<file path="src/rtl/immediate_gen_pipe.sv">
`default_nettype none
// ============================================================================
// Module      : immediate_gen_pipe
// Description : Two-stage pipelined immediate generator for the decode stage.
//               Extracts and extends the immediate field of formats a/b/c and
//               supports a PREFIX format (d) that supplies the upper 16 bits
//               of a full 32-bit immediate to the next format-b instruction.
//               Valid/ready handshake on both sides.
// Ports       : clk, rst (sync, active-high), flush
//               in_valid/in_ready, IR[31:0], InstructionFormat[1:0], Extend[1:0]
//               out_valid/out_ready, ImmediateBlock_Out[DATA_W-1:0],
//               out_prefixed, illegal_imm
// Parameters  : DATA_W   output width (>= 32), upper bits extended from bit 31
//               FLUSH_EN 1: flush honoured, 0: flush ignored
// Options     : IMMGEN_ILLEGAL_CHK_EN - enables the illegal-immediate checker;
//               when undefined illegal_imm is tied low.
// Revision    : 1.0 - initial release
// ============================================================================
module immediate_gen_pipe #(
    parameter int DATA_W   = 32,
    parameter int FLUSH_EN = 1
) (
    input  logic              clk,
    input  logic              rst,
    input  logic              flush,
    input  logic              in_valid,
    output logic              in_ready,
    input  logic [31:0]       IR,
    input  logic [1:0]        InstructionFormat,
    input  logic [1:0]        Extend,
    output logic              out_valid,
    input  logic              out_ready,
    output logic [DATA_W-1:0] ImmediateBlock_Out,
    output logic              out_prefixed,
    output logic              illegal_imm
);

    localparam logic [1:0] FMT_A     = 2'd0;
    localparam logic [1:0] FMT_B     = 2'd1;
    localparam logic [1:0] FMT_C     = 2'd2;
    localparam logic [1:0] FMT_D     = 2'd3;
    localparam logic [1:0] EXT_ZERO  = 2'd1;
    localparam logic [1:0] EXT_UPPER = 2'd2;

    typedef enum logic [0:0] {
        IDLE     = 1'b0,
        PREFIXED = 1'b1
    } state_t;

    state_t             state;
    state_t             state_next;
    logic [15:0]        prefix_reg;

    logic               flush_eff;
    logic               accept;
    logic               s1_adv;
    logic               s1_load;
    logic               prefix_hit;

    logic               s1_valid;
    logic [1:0]         s1_fmt;
    logic [1:0]         s1_ext;
    logic [25:0]        s1_field;
    logic               s1_prefixed;
    logic [15:0]        s1_hi;

    logic               s2_valid;
    logic [DATA_W-1:0]  s2_data;
    logic               s2_prefixed;

    logic [31:0]        low;
    logic               fill;
    logic [DATA_W-1:0]  ext_full;

    // IR[5:0] carries no immediate bits in any format.
    logic               unused_ir_low;
    assign unused_ir_low = &{1'b1, IR[5:0]};

    // ------------------------------------------------------------------------
    // Handshake
    // ------------------------------------------------------------------------
    assign flush_eff  = flush & (FLUSH_EN != 0);
    assign s1_adv     = !s2_valid | out_ready;
    assign s1_load    = !s1_valid | s1_adv;
    assign in_ready   = !rst & !flush_eff & s1_load;
    assign accept     = in_valid & in_ready;
    assign prefix_hit = (state == PREFIXED) && (InstructionFormat == FMT_B);

    // ------------------------------------------------------------------------
    // Prefix FSM
    // ------------------------------------------------------------------------
    always_ff @(posedge clk) begin
        if (rst) begin
            state      <= IDLE;
            prefix_reg <= '0;
        end else begin
            state <= state_next;
            if (accept && (InstructionFormat == FMT_D)) begin
                prefix_reg <= IR[21:6];
            end
        end
    end

    // Any accepted non-prefix word consumes (or orphans) a pending prefix.
    always_comb begin
        state_next = state;
        if (flush_eff) begin
            state_next = IDLE;
        end else if (accept) begin
            if (InstructionFormat == FMT_D) begin
                state_next = PREFIXED;
            end else begin
                state_next = IDLE;
            end
        end
    end

    // ------------------------------------------------------------------------
    // Stage 1: decoded fields. A prefix word leaves a bubble.
    // ------------------------------------------------------------------------
    always_ff @(posedge clk) begin
        if (rst) begin
            s1_valid    <= 1'b0;
            s1_fmt      <= FMT_A;
            s1_ext      <= 2'd0;
            s1_field    <= '0;
            s1_prefixed <= 1'b0;
            s1_hi       <= '0;
        end else if (flush_eff) begin
            s1_valid <= 1'b0;
        end else if (s1_load) begin
            s1_valid <= accept && (InstructionFormat != FMT_D);
            if (accept) begin
                s1_fmt      <= InstructionFormat;
                s1_ext      <= Extend;
                s1_field    <= IR[31:6];
                s1_prefixed <= prefix_hit;
                s1_hi       <= prefix_reg;
            end
        end
    end

    // ------------------------------------------------------------------------
    // Extension. s1_field[15:0] is IR[21:6], s1_field is IR[31:6].
    // Extend==3 behaves as sign extension.
    // ------------------------------------------------------------------------
    always_comb begin
        low  = '0;
        fill = 1'b0;
        case (s1_fmt)
            FMT_B: begin
                if (s1_prefixed) begin
                    low = {s1_hi, s1_field[15:0]};
                end else begin
                    case (s1_ext)
                        EXT_ZERO:  low = {16'b0, s1_field[15:0]};
                        EXT_UPPER: low = {s1_field[15:0], 16'b0};
                        default:   low = {{16{s1_field[15]}}, s1_field[15:0]};
                    endcase
                end
            end
            FMT_C: begin
                case (s1_ext)
                    EXT_ZERO:  low = {6'b0, s1_field};
                    EXT_UPPER: low = {s1_field, 6'b0};
                    default:   low = {{6{s1_field[25]}}, s1_field};
                endcase
            end
            default: low = '0;
        endcase
        fill = (s1_prefixed || (s1_ext != EXT_ZERO)) ? low[31] : 1'b0;
        ext_full       = '0;
        ext_full[31:0] = low;
        for (int i = 32; i < DATA_W; i++) begin
            ext_full[i] = fill;
        end
    end

    // ------------------------------------------------------------------------
    // Stage 2: extended result, held until the consumer takes it.
    // ------------------------------------------------------------------------
    always_ff @(posedge clk) begin
        if (rst) begin
            s2_valid    <= 1'b0;
            s2_data     <= '0;
            s2_prefixed <= 1'b0;
        end else if (flush_eff) begin
            s2_valid <= 1'b0;
        end else if (s1_adv) begin
            s2_valid <= s1_valid;
            if (s1_valid) begin
                s2_data     <= ext_full;
                s2_prefixed <= s1_prefixed;
            end
        end
    end

    assign out_valid          = s2_valid;
    assign ImmediateBlock_Out = s2_data;
    assign out_prefixed       = s2_prefixed;

    // ------------------------------------------------------------------------
    // Illegal-immediate checker
    // ------------------------------------------------------------------------
`ifdef IMMGEN_ILLEGAL_CHK_EN
    logic in_illegal;
    logic s1_illegal;
    logic s2_illegal;

    // Reserved Extend on b/c (ignored for a prefixed b), or an a/c that
    // discards a pending prefix.
    assign in_illegal =
        ((Extend == 2'd3) &&
         (((InstructionFormat == FMT_B) && !prefix_hit) || (InstructionFormat == FMT_C))) ||
        ((state == PREFIXED) &&
         ((InstructionFormat == FMT_A) || (InstructionFormat == FMT_C)));

    always_ff @(posedge clk) begin
        if (rst) begin
            s1_illegal <= 1'b0;
            s2_illegal <= 1'b0;
        end else if (!flush_eff) begin
            if (s1_load && accept) begin
                s1_illegal <= in_illegal;
            end
            if (s1_adv && s1_valid) begin
                s2_illegal <= s1_illegal;
            end
        end
    end

    assign illegal_imm = s2_illegal;
`else
    assign illegal_imm = 1'b0;
`endif

endmodule
`default_nettype wire

</file>
<file path="config.mk">
export PLATFORM = sky130hd
export DESIGN_NAME = immediate_gen_pipe
export DESIGN_NICKNAME = d
export VERILOG_FILES = /design/src/rtl/immediate_gen_pipe.sv
export SDC_FILE = /design/constraint.sdc
export NUM_CORES = 1
export LEC_CHECK = 0
export CAP_MARGIN = 20
export CORE_ASPECT_RATIO = 0.9
export CORE_MARGIN = 8
export CORE_UTILIZATION = 50
export CTS_CLUSTER_SIZE = 40
export DETAILED_ROUTE_END_ITERATION = 16
export PLACE_DENSITY = 0.88
export SLEW_MARGIN = 10
export SYNTH_ARGS = -nofsm -noshare
export SYNTH_HDL_FRONTEND = slang
export SYNTH_SLANG_ARGS = --single-unit
</file>
<file path="constraint.sdc">
create_clock -name clk -period 2.96 [get_ports clk]
set_input_delay 0.444 -clock clk [delete_from_list [all_inputs] [get_ports clk]]
set_output_delay 0.444 -clock clk [all_outputs]
set_load 0.005 [all_outputs]
</file>
==> results.toml <==
[outcome]
status = "finished clean"

[sta]
fin_crit_ps = 2220
finalHoldViolations = 0
post-route-period-util_pct = 75.0
holdWs_ps = 451
fmax_mhz = 450
maxSlewHeadroom_pct = 52.6
tns_ps = 0
worst_pin_slew_ps = 710
rsz0062_at_grt = "no"
drv_slew = 0
setup_viol = 0
skew_ps = 9.22

[global_routing]
grt_pass1_wl_um = 17600
grt_max_degree = 63
first_global_vias = 3622
antenna_found_initial = 0
gr-total-overflow = 0
grt_util_all_layers_pct = 19.1

[setup_path]
required_ps = 3240
ff2ff_path_depth = 6
cp.arrival_ps = 2500
startpoint = "s1_ext[0]"
rr_startpoint = "s1_ext[0]"
endpoint_kind = "register"
start_kind = "register"
crit_family = "simple AND/OR/NAND/NOR gates"
cpPeakStageDelay_ps = 510
path_buf_inv = 1
cp_num_cells = 6
crit_chain = "inv_1 > ha_1 > and2b_1 > and2_4 > a221oi_1 > a211oi_1"
path_max_fanout = 21
worstReg2RegEnd = "ImmediateBlock_Out[17]"
path_class = "reg -> reg"
endpoint = "ImmediateBlock_Out[17]"
rrSetupSlack_ps = 740
crit_slowest_cell = "and2b_1"

[clocking]
cts.clk_slew.worst_paths_ps = 90
tritoncts = "yes"
cts-htree-levels = 3
cts_hold_buf = 0
post_cts_buffers = 0
cts_resized = 0
numCtsBuffers = 9
insertion_delay_ps = 370
cts-root-buf = "clkbuf_8"
clockBufferDepth = 2
cts_sinks = 99

[detailed_routing]
first_pass_iters = 5
vias = 3823
drc_errors = 0
viasPerCell = 5.82
ant_nets = 0
drt_iter0_markers = 320
wire_per_inst_um = 16.9
wl_um = 11100

[synth]
async_reset_ff_share_pct = 0
synth_top_area_share_pct = 46.9
synth_ff_type = "dfxtp_1"
yosys.area.top_type = "dfxtp_1"
yosys-top-cells-area = "dfxtp_1 47%, nand2_1 9.9%, a21oi_1 9.1%, mux2i_1 3.8%, nor2_1 2.7%"
synth_top_family_by_area = "compound AO/OA/AOI/OAI gates"
yosys.area_share.simple_pct = 17.8
syn_nets = 549
netlist_area_mm2 = 0.00423
synthAdderAreaFrac_pct = 1.18
synth-seq-cells = 99
synth-compound-area-share_pct = 23.6
synthCells = 504
synth_cell_types = 45
muxShareOfSynthArea_pct = 3.79
syn_area_per_cell_um2 = 8.39
synth_xor_area_share_pct = 0
ys_seq_area_share_pct = 46.9
synth_edf_count = 0
synth-warning-count = 0

[die]
die_h_um = 103
initial_core_util_pct = 50.3
dieArea_mm2 = 0.0117
die_w_um = 113
core_area_mm2 = 0.00841
num_rows = 32
pin_count = 77

[final_layout]
drive_above_1_share_pct = 5.95
most-common-layout-cells = "112 x nand2_1, 99 x dfxtp_1, 77 x a21oi_1, 68 x clkdlybuf4s50_1, 30 x nor2_1"
final_common_cell = "nand2_1"
largest_register_ffs = 32
final_nets = 595
antenna_cells = 0
syn_to_final_growth_pct = 20.5

[run]
max-cap-violations = 0

[pwr]
power_density_mw_per_mm2 = 497
p_leak_nw = 1.88
finalPower_w = 0.00253
vdd.ir_drop.worst_uv = 223

[place]
hpwl_um = 7840
globalplace.congestion = 0.897
io_buffer_count = 69

[worst_hold_path]
hp-start = "prefix_reg[8]"
hp-class = "reg -> reg"
## layer usage
layer	wire length, um	global-route usage (%)
met3	967	5.05
met5	0	0
met1	4600	22.2
met4	233	8.69
met2	5270	32.8
## worst min-delay path by stage
| stage | to | slack [ps] | cells past startpoint |
|---|---|---|---|
| 2_1_floorplan | s1_hi[0] | 430 | 2 |
| 3_3_place_gp | s1_hi[14] | 440 | 2 |
| 3_5_place_dp | s1_hi[8] | 450 | 2 |
| 4_1_cts | s1_hi[8] | 460 | 2 |
| 5_1_grt | s1_hi[8] | 470 | 2 |
| 6_report | s1_hi[8] | 450 | 2 |
## cells in the mapped netlist, types with 6 or more instances
master    count
a221oi_1     10
mux2i_1      16
nor2_1       30
buf_6         6
nand2b_1      6
inv_1        14
a21o_1       12
buf_2        14
o32ai_1       9
o211ai_1     11
a211oi_1     10
clkbuf_1     11
a21oi_1      77
dfxtp_1      99
nand2_1     112
nand3_1       8
o21ai_0      11
## worst reg2reg max path, delay by kind of cell, from the launching register on
kind / cells / cell delay, ps
AND/OR/NAND/NOR: 2 / 880
AO/OA/AOI/OAI: 2 / 430
adder cells (fa/ha/maj): 1 / 410
flip-flops: 1 / 360
buffers and inverters: 1 / 50
## per-stage QoR
step | setup WS (ps) | instances | utilization (%) | instance area (um^2)
global route | 612 | 657 | 60.6 | 5090
CTS | 755 | 657 | 60.6 | 5090
detailed placement | 616 | 641 | 57.9 | 4870
finish | 739 | 657 | 60.6 | 5090
global placement | 697 | 641 | 57.9 | 4870
floorplan | 1320 | 504 | - | 4230
## power by group
| group | switching [W] | internal (W) | leakage (nW) |
|---|---|---|---|
| clock network | 0.000472 | 0.000501 | 0.117 |
| registers | 0.0000245 | 0.00135 | 0.800 |
| logic | 0.0000969 | 0.0000866 | 0.966 |
| total | 0.000593 | 0.00194 | 1.88 |
## area by class of cell
class                   count  area, um^2
clock buffers              10         138
repair buffers             75         743
inverters                  14        52.6
multi-input cells         351        1960
clock inverters             6        87.6
fillers                   729        3310
well taps                 102         128
flip-flops and latches     99        1980
## cell families (layout without fill, tap and decap cells)
group	after synthesis	after routing
AND/OR/NAND/NOR	175	175
multiplexers	16	16
other	1	1
AO/OA/AOI/OAI	155	155
adder cells (fa/ha/maj)	4	4
buffers and inverters	54	105
flip-flops	99	99
Power figures use the tool's default switching activity.
